### config.mk
export PLATFORM = sky130hd
export DESIGN_NAME = pc_sequencer
export DESIGN_NICKNAME = d
export VERILOG_FILES = /design/src/rtl/pc_sequencer.sv
export SDC_FILE = /design/constraint.sdc
export NUM_CORES = 1
export LEC_CHECK = 0
export ABC_AREA = 1
export ABC_CLOCK_PERIOD_IN_PS = 1600
export CORE_UTILIZATION = 40
export CTS_BUF_LIST = sky130_fd_sc_hd__clkbuf_16
export DETAILED_ROUTE_END_ITERATION = 7
export PLACE_DENSITY_LB_ADDON = 0.08
export SLEW_MARGIN = 20
export SYNTH_ARGS = -nofsm -noshare
export SYNTH_HDL_FRONTEND = slang
export SYNTH_SLANG_ARGS = --single-unit
export TNS_END_PERCENT = 10
### constraint.sdc
create_clock -name clk -period 1.6 [get_ports clk]
set_input_delay 0.32 -clock clk [delete_from_list [all_inputs] [get_ports clk]]
set_output_delay 0.32 -clock clk [all_outputs]
set_load 0.05 [all_outputs]
### src/rtl/pc_sequencer.sv
// pc_sequencer: multicycle FETCH/DECODE/EXEC sequencer for the i281 CPU; owns the PC and the c2 branch select.
// Latency: 3 cycles per instruction minimum (FETCH, DECODE, EXEC); FETCH waits on mem_ready without limit.
// Backpressure: mem_ready low holds FETCH with ir_load low; HALT is left only by reset.
// Optional build macro PC_BREAKPOINT_EN adds bp_enable/bp_addr and a PC breakpoint checked in FETCH.
module pc_sequencer #(
  parameter int unsigned PC_W     = 6,
  parameter int unsigned RESET_PC = 0
) (
  input  logic            clk,
  input  logic            reset,
  input  logic            start,
  input  logic            mem_ready,
  input  logic            is_branch,
  input  logic [2:0]      branch_cond,
  input  logic            is_halt,
  input  logic [PC_W-1:0] offset,
  input  logic [3:0]      flags,
`ifdef PC_BREAKPOINT_EN
  input  logic            bp_enable,
  input  logic [PC_W-1:0] bp_addr,
`endif
  output logic [PC_W-1:0] pc,
  output logic            ir_load,
  output logic            exec_en,
  output logic            c2,
  output logic [2:0]      state,
  output logic            halted
);

  typedef enum logic [2:0] {
    S_IDLE   = 3'd0,
    S_FETCH  = 3'd1,
    S_DECODE = 3'd2,
    S_EXEC   = 3'd3,
    S_HALT   = 3'd4
  } state_t;

  state_t          state_q;
  state_t          state_d;
  logic [PC_W-1:0] pc_q;
  logic [PC_W-1:0] offset_r;
  logic            taken_r;
  logic            c2_r;
  logic            halted_r;
  logic            cond_ok;

  // Flags are {C,O,N,Z}; evaluate the branch condition selected by branch_cond.
  always_comb begin
    cond_ok = 1'b0;
    case (branch_cond)
      3'b000:  cond_ok = 1'b1;
      3'b001:  cond_ok = flags[0];
      3'b010:  cond_ok = ~flags[0];
      3'b011:  cond_ok = ~flags[0] & ~(flags[1] ^ flags[2]);
      3'b100:  cond_ok = ~(flags[1] ^ flags[2]);
      3'b101:  cond_ok = flags[3];
      3'b110:  cond_ok = ~flags[3];
      default: cond_ok = 1'b0;
    endcase
  end

  // Next-state decode plus the ir_load / exec_en enables derived from the current state.
  always_comb begin
    state_d = state_q;
    ir_load = 1'b0;
    exec_en = 1'b0;
    case (state_q)
      S_IDLE: begin
        if (start) state_d = S_FETCH;
      end
      S_FETCH: begin
`ifdef PC_BREAKPOINT_EN
        // A breakpoint hit wins over a ready memory word: stop before loading the IR.
        if (bp_enable && (pc_q == bp_addr)) begin
          state_d = S_HALT;
        end else
`endif
        if (mem_ready) begin
          ir_load = 1'b1;
          state_d = S_DECODE;
        end
      end
      S_DECODE: begin
        state_d = is_halt ? S_HALT : S_EXEC;
      end
      S_EXEC: begin
        exec_en = 1'b1;
        state_d = S_FETCH;
      end
      S_HALT: begin
        state_d = S_HALT;
      end
      default: begin
        state_d = S_IDLE;
      end
    endcase
  end

  // State, PC and the decode-captured branch information; reset overrides everything.
  always_ff @(posedge clk) begin
    if (reset) begin
      state_q  <= S_IDLE;
      pc_q     <= PC_W'(RESET_PC);
      offset_r <= '0;
      taken_r  <= 1'b0;
      c2_r     <= 1'b0;
      halted_r <= 1'b0;
    end else begin
      state_q  <= state_d;
      halted_r <= (state_d == S_HALT);
      if (state_q == S_DECODE) begin
        offset_r <= offset;
        taken_r  <= is_branch & cond_ok;
        // c2 is only meaningful in EXEC, so a halting instruction never raises it.
        c2_r     <= is_branch & cond_ok & ~is_halt;
      end
      if (state_q == S_EXEC) begin
        // Modular PC_W-bit add is identical to adding the sign-extended offset and truncating.
        pc_q <= pc_q + PC_W'(1) + (taken_r ? offset_r : '0);
        c2_r <= 1'b0;
      end
    end
  end

  assign pc     = pc_q;
  assign c2     = c2_r;
  assign state  = state_q;
  assign halted = halted_r;

endmodule

Yosys cells after proc, flatten, opt, wreduce, memory -nomap -nowiden --
Index checks and enable logic that the tools add are counted. W data, S select, Z words.
Word-level totals: output and inout port bits 13, input port bits 19, flip-flop bits (word level) 18
Operators by class: mux-type cells 9, bitwise logic cells 8, $add $sub $neg 2, reduce and logical (&&, ||, !) cells 3, equality and inequality tests 11
Operator list (number):
- $eq A3 B3 Y1 const B | 5
- $pmux W3 S5 | 1
- $eq A3 B2 Y1 const B | 4
- $mux W3 | 3
- $pmux W1 S7 | 1
- $add A6 B1 Y6 const B | 1
- $add A6 B6 Y6 | 1
- $eq A3 B1 Y1 const B | 2
- $logic_not A3 Y1 | 2
- $mux W6 | 1
- $not A1 Y1 | 4
- $and A1 B1 Y1 | 3
- $mux W1 | 3
- $reduce_or A2 Y1 | 1
- $xor A1 B1 Y1 | 1

Logic depth before layout (Yosys ltp) --
Gate-level depths: netlist of the first run.
depth in word-level cells 6, depth in mapped cells 12, gate-level depth less buffers 11

Least setup slack after synthesis of the first run --
No wires, ideal clock.
path kind register to output, start point register state_q[0], in the netlist state[0], end point output ir_load, data required time 1280 ps, arrival 1398 ps, buffers on the path 0, path slack -118 ps, stages on the path, launching flop included 5, cell sequence dfxtp_1 > inv_1 > nor3_1 > nand2_1 > inv_1
Between the ends: cells in the longest elaborated chain, start to end 2
RTL lines:
- start: declaration | RTL line 38 | state_t state_q;
- start signal: assignment | RTL line 109 | state_q <= state_d;
- $eq A3 B1 Y1 | RTL line 67 | case (state_q)
- $mux W1 | RTL line 67
- end: declaration | RTL line 23 | output logic ir_load,
Every way passes these cells.

Final worst setup path of the first run --
start point register taken_r, end point register pc_q[4], in the netlist pc[4]
Between the ends: cells in the longest elaborated chain, start to end 2
RTL lines:
- start: declaration | RTL line 42 | logic taken_r;
- start signal: assignment | RTL line 113 | taken_r <= is_branch & cond_ok;
- $mux W6 | RTL line 119 | pc_q <= pc_q + PC_W'(1) + (taken_r ? offset_r : '0);
- $add A6 B6 Y6 | RTL line 119
- end signal: assignment | RTL line 103 | pc_q <= PC_W'(RESET_PC);
- end signal: assignment | RTL line 119
- end: declaration | RTL line 40 | logic [PC_W-1:0] pc_q;
Every way passes these cells. A chain may end at the register's enable or synchronous reset.

==> impl_metrics.env, run 1 <==
export IMPL_grt_max_degree=11
export IMPL_tightest_slew_ps=381
export IMPL_antenna_found_initial=0
export IMPL_grt_pass1_vias=955
export IMPL_fmax_mhz=653
export IMPL_synth_top_area_share_pct=36.1
export IMPL_via_count=1015
export IMPL_drc_errors=0
export IMPL_powerDensity_nw_per_um2=776
export IMPL_clkTransAtPathRegs_ps=50
export IMPL_yosysTopAreaCell="dfxtp_1"
export IMPL_final_cell_mix="43 x nand2_1, 25 x inv_1, 18 x clkdlybuf4s50_1"
export IMPL_clkLatencyLatePin_ps=250
export IMPL_rsz0062_at_grt="yes"
export IMPL_arrival_ps=1670
export IMPL_finalNetCount=211
export IMPL_drive_gt1_share_pct=15.1
export IMPL_area_growth_synth_to_final_pct=50.8
export IMPL_hold_class="reg -> reg"
export IMPL_initialDrtViolationCount=27
export IMPL_post_cts_setup_buffers=0
export IMPL_avgRoutedWirePerCell_microns=9.92
export IMPL_hpwl_mm=1.74
export IMPL_skew_ps=1.74
export IMPL_io_pins=32
export IMPL_gp_congestion=0.913
export IMPL_timing_final_crit_period_ps=1530
export IMPL_cts_htree_levels=1
export IMPL_track_usage_pct=18.6
export IMPL_crit_path_max_fanout=8
export IMPL_cp_end_kind="flip-flop"
export IMPL_finalSetupTns_ps=0
export IMPL_die_y_microns=52.0
export IMPL_core_area_sq_um=2280
export IMPL_syn_avg_cell_area_sq_um=6.75
export IMPL_dieWidth_microns=52.0
export IMPL_synth_area_leaders="dfxtp_1 36%, nand2_1 16%, inv_1 9.4%"
export IMPL_slew_headroom_pct=74.3
export IMPL_avgViaCountPerCell=4.77
export IMPL_layout_commonest_cell="nand2_1"
export IMPL_status="finished, final reports clean"
export IMPL_ant_nets=0
export IMPL_cts_buffer_depth=2
export IMPL_post_route_period_util_pct=95.8
export IMPL_num_rows=17
export IMPL_syn_inst=148
export IMPL_finalSetupViolCount=0
export IMPL_routed_wl_mm=2.11
export IMPL_clockRootBuffer="clkbuf_16"
export IMPL_drv_cap=0
export IMPL_yosys_warnings=0
export IMPL_crit_type="reg -> reg"
export IMPL_leakagePower_uw=0.000754
export IMPL_cts_sinks=18
export IMPL_start_util_pct=43.9
export IMPL_synth_cell_types=20
export IMPL_peakVddDrop_mv=0.868
export IMPL_grt_overflow=0
export IMPL_utilization_pct=66.1
export IMPL_slew_violations=0
export IMPL_ys_seq_elements=18
export IMPL_ys_seq_area_share_pct=36.1
export IMPL_dieArea_sq_um=2700
export IMPL_critPathRequiredTime_ps=1740
export IMPL_cts_buffers=3
export IMPL_cts_tree="built"
export IMPL_start_kind="flip-flop"
export IMPL_diodes=0
export IMPL_io_buffers=31
export IMPL_first_pass_iters=4
export IMPL_synth_nets=173
export IMPL_syn_cell_area_sq_um=998
export IMPL_hold_violations=0
export IMPL_grt_pass1_wl_mm=3.72
-- through the flow --
step	instance area [sq um]	worst slack (ps)	hold WS [ps]	std cells	total power, uW
floorplan	1000	-106	445	148	584
global placement	1420	35.6	459	209	675
detailed placement	1420	-21.5	464	209	679
CTS	1500	12.8	472	213	1180
global route	1510	-88.3	494	213	1210
finish	1510	67.5	471	213	1170
-- flip-flops by register name, indices dropped and copies added (netlist names) --
signal and flops:
pc 6, taken_r 1, halted 1, c2 1, state 3, offset_r 6
-- path summary, 6_finish.rpt --
| kind | startpoint | endpoint | slack, ps | depth (start not counted) |
|---|---|---|---|---|
| worst max register to register | taken_r | pc[4] | 70 | 9 |
| worst min-delay path | offset_r[0] | offset_r[0] | 470 | 2 |
| worst min register to register | offset_r[0] | offset_r[0] | 470 | 2 |
| worst max-delay path | taken_r | pc[4] | 70 | 9 |
-- worst max-delay path: stages (launching register included) --
cell,delay [ps]
dfxtp_2,350
nand2_1,60
ha_1,130
inv_1,70
fa_2,350
nand3_1,90
nand2_1,70
xor2_1,140
o21ai_1,110
inv_1,50
-- cell type report --
type / count / area [sq um]
sequential: 18 / 363
clock buffer: 3 / 75.1
multi-input combinational: 102 / 536
clock inverter: 1 / 3.75
fill: 204 / 771
timing repair buffer: 35 / 395
inverter: 26 / 97.6
tap: 28 / 35.0
-- per-layer routing --
metal	vias up	part of all wire (%)	GRT usage (%)	wire, microns
met1	448	46	20.9	970
met3	2	4.2	5.26	88
met2	25	49	34.2	1050
met5	-	0	0	0
li1	540	-	-	-
met4	0	0.47	4.05	10
-- synthesized netlist by cell type --
master / instances
a21oi_1: 16
buf_4: 1
clkbuf_2: 1
dfxtp_1: 18
fa_1: 1
ha_1: 5
inv_1: 25
inv_2: 1
nand2_1: 43
nand3_1: 10
nand3_2: 1
nor2_1: 9
nor3_1: 1
o211ai_1: 2
o21ai_0: 7
o21ai_1: 1
or2_2: 1
or2_4: 1
xnor2_1: 2
xor2_1: 2
-- report_power, final --
part / switching (uW) / total, uW / leakage [uW] / internal, uW
clock: 166 / 498 / 0.0000385 / 332
combinational: 97.1 / 191 / 0.000569 / 93.6
sequential: 15.2 / 479 / 0.000146 / 464
-- logic make-up (layout without fill, tap and decap cells) --
logic type / Yosys count / in the layout / share of synthesized area, %
adder cells (fa/ha/maj): 6 / 6 / 8.27
AO/OA/AOI/OAI: 26 / 26 / 13.5
flip-flops: 18 / 18 / 36.1
XOR/XNOR: 4 / 4 / 3.51
buffers and inverters: 28 / 65 / 11.0
AND/OR/NAND/NOR: 66 / 66 / 27.6
-- what timing repair did --
action / in CTS / in global routing
cloned: 0 / 0
pin swaps: 0 / 0
gates resized for setup: 2 / 3
endpoints found under the setup margin: 1 / 5
hold endpoints to repair: 0 / 0
hold buffers: 0 / 0
(Power assumes the default switching activity.)
==> run 2, diff against run 1 <==
--- a/config.mk
+++ b/config.mk
@@ -7,10 +7,12 @@
 export LEC_CHECK = 0
 export ABC_AREA = 1
 export ABC_CLOCK_PERIOD_IN_PS = 1600
+export CAP_MARGIN = 10
 export CORE_UTILIZATION = 40
 export CTS_BUF_LIST = sky130_fd_sc_hd__clkbuf_16
 export DETAILED_ROUTE_END_ITERATION = 7
 export PLACE_DENSITY_LB_ADDON = 0.08
+export SKIP_CTS_REPAIR_TIMING = 1
 export SLEW_MARGIN = 20
 export SYNTH_ARGS = -nofsm -noshare
 export SYNTH_HDL_FRONTEND = slang
==> results of run 2 <==
No change in the layout: final DEF, timing and power equal those of run 1.
==> run 3, diff against run 2 <==
--- a/config.mk
+++ b/config.mk
@@ -12,6 +12,7 @@
 export CTS_BUF_LIST = sky130_fd_sc_hd__clkbuf_16
 export DETAILED_ROUTE_END_ITERATION = 7
 export PLACE_DENSITY_LB_ADDON = 0.08
+export RECOVER_POWER = 50
 export SKIP_CTS_REPAIR_TIMING = 1
 export SLEW_MARGIN = 20
 export SYNTH_ARGS = -nofsm -noshare
==> run 3 against run 2 <==
Net effect:
- clock skew about the same
- via count decreased by 0.30%
- core utilization decreased by 3.4 points
- non-clock buffer count unchanged
- combinational power decreased by 5%
- fmax about the same
- count of clock-buffer cells in the layout unchanged
- sequential power about the same
- critical path type unchanged
==> impl_metrics.env, run 3 (synthesis results as in run 1) <==
export IMPL_start_util_pct=43.9
export IMPL_clkLatencyLatePin_ps=250
export IMPL_arrival_ps=1670
export IMPL_final_cell_mix="43 x nand2_1, 26 x inv_1, 18 x clkdlybuf4s50_1"
export IMPL_antenna_found_initial=0
export IMPL_grt_overflow=0
export IMPL_avgRoutedWirePerCell_microns=9.92
export IMPL_grt_max_degree=11
export IMPL_diodes=0
export IMPL_cp_end_kind="flip-flop"
export IMPL_hold_violations=0
export IMPL_utilization_pct=62.7
export IMPL_place_area_sq_um=1420
export IMPL_first_pass_iters=4
export IMPL_powerDensity_nw_per_um2=810
export IMPL_clockRootBuffer="clkbuf_16"
export IMPL_final_area_sq_um=1430
export IMPL_critPathRequiredTime_ps=1740
export IMPL_final_cells=213
export IMPL_grt_pass1_vias=955
export IMPL_leakagePower_uw=0.000727
export IMPL_tightest_slew_ps=603
export IMPL_crit_path_max_fanout=8
export IMPL_slew_violations=0
export IMPL_drv_cap=0
export IMPL_area_growth_synth_to_final_pct=43.0
export IMPL_fmax_mhz=652
export IMPL_timing_final_crit_period_ps=1530
export IMPL_drive_gt1_share_pct=9.73
export IMPL_path_cells="nand2_1, ha_1, inv_1, fa_2, nand3_1, nand2_1, xor2_1, o21ai_1, inv_1"
export IMPL_cts_tree="built"
export IMPL_skew_ps=1.25
export IMPL_cpMaxStageDelayCell="dfxtp_2"
export IMPL_initialDrtViolationCount=25
export IMPL_cts_htree_levels=1
export IMPL_cp_num_buf_inv=2
export IMPL_io_pins=32
export IMPL_track_usage_pct=18.6
export IMPL_peakVddDrop_mv=0.861
export IMPL_avgViaCountPerCell=4.75
export IMPL_grt_pass1_wl_mm=3.72
export IMPL_hpwl_mm=1.74
export IMPL_post_route_period_util_pct=95.8
export IMPL_via_count=1012
export IMPL_dieArea_sq_um=2700
export IMPL_gp_congestion=0.913
export IMPL_clkTransAtPathRegs_ps=50
export IMPL_layout_commonest_cell="nand2_1"
export IMPL_num_rows=17
export IMPL_critPathMaxStageDelay_ps=350
export IMPL_cts_buffers=3
export IMPL_cp_top_family="adder cells"
export IMPL_core_area_sq_um=2280
export IMPL_drc_errors=0
export IMPL_finalNetCount=211
export IMPL_r2r_slack_ps=70
export IMPL_ant_nets=0
export IMPL_holdWs_ps=471
export IMPL_slew_headroom_pct=59.9
export IMPL_fin_ws_ps=66.7
export IMPL_die_y_microns=52.0
export IMPL_dieWidth_microns=52.0
export IMPL_start_kind="flip-flop"
export IMPL_hold_class="reg -> reg"
export IMPL_cts_sinks=18
export IMPL_post_place_ws_ps=-21.5
export IMPL_crit_type="reg -> reg"
export IMPL_io_buffers=31
export IMPL_routed_wl_mm=2.11
export IMPL_finalSetupViolCount=0
export IMPL_placed_cells=209
export IMPL_rsz0062_at_grt="yes"
export IMPL_cts_buffer_depth=2
export IMPL_status="finished, final reports clean"
run 3: cell count changes in the layout (fill, tap and decap cells not counted):
cell            change
buf_12              -4
buf_4               -6
clkbuf_1            +8
clkbuf_2            +1
dlymetal6s2s_1      +1
inv_1               +1
inv_2               -1
run 3: per-layer routing:
metal,routed length (microns),global-route usage (%),vias up
li1,-,-,539
met1,964,20.9,446
met2,1040,34.2,25
met3,94,5.26,2
met4,10,4.05,0
met5,0,0,-
run 3: stage by stage:
| step | power [uW] | TNS [ps] |
|---|---|---|
| 3_3_place_gp | 675 | 0 |
| 3_5_place_dp | 679 | -21.5 |
| 5_1_grt | 1200 | -152 |
| 4_1_cts | 1180 | -64.1 |
| 2_1_floorplan | 584 | -232 |
| 6_report | 1160 | 0 |
run 3: cell type report:
type	instances	area, sq um
clock buffers	3	75.1
clock inverters	1	3.75
fillers	218	848
inverters	26	97.6
multi-input cells	102	536
flip-flops and latches	18	363
well taps	28	35.0
repair buffers	35	318
run 3: worst paths after layout:
| path | start | endpoint | depth (start not counted) |
|---|---|---|---|
| worst min-delay path | offset_r[0] | offset_r[0] | 2 |
| worst min register to register | offset_r[0] | offset_r[0] | 2 |
| worst max-delay path | taken_r | pc[4] | 9 |
| worst max register to register | taken_r | pc[4] | 9 |
run 3: worst min-delay path, stage by stage, from the launching register on:
cell     delay, ps
dfxtp_1        310
nand2_1         60
a21oi_1         50
run 3: power by group:
| group | switching [uW] | leakage [uW] | internal, uW | total [uW] |
|---|---|---|---|---|
| logic | 96.9 | 0.000542 | 84.4 | 181 |
| clock network | 165 | 0.0000385 | 332 | 497 |
| registers | 14.0 | 0.000146 | 464 | 478 |
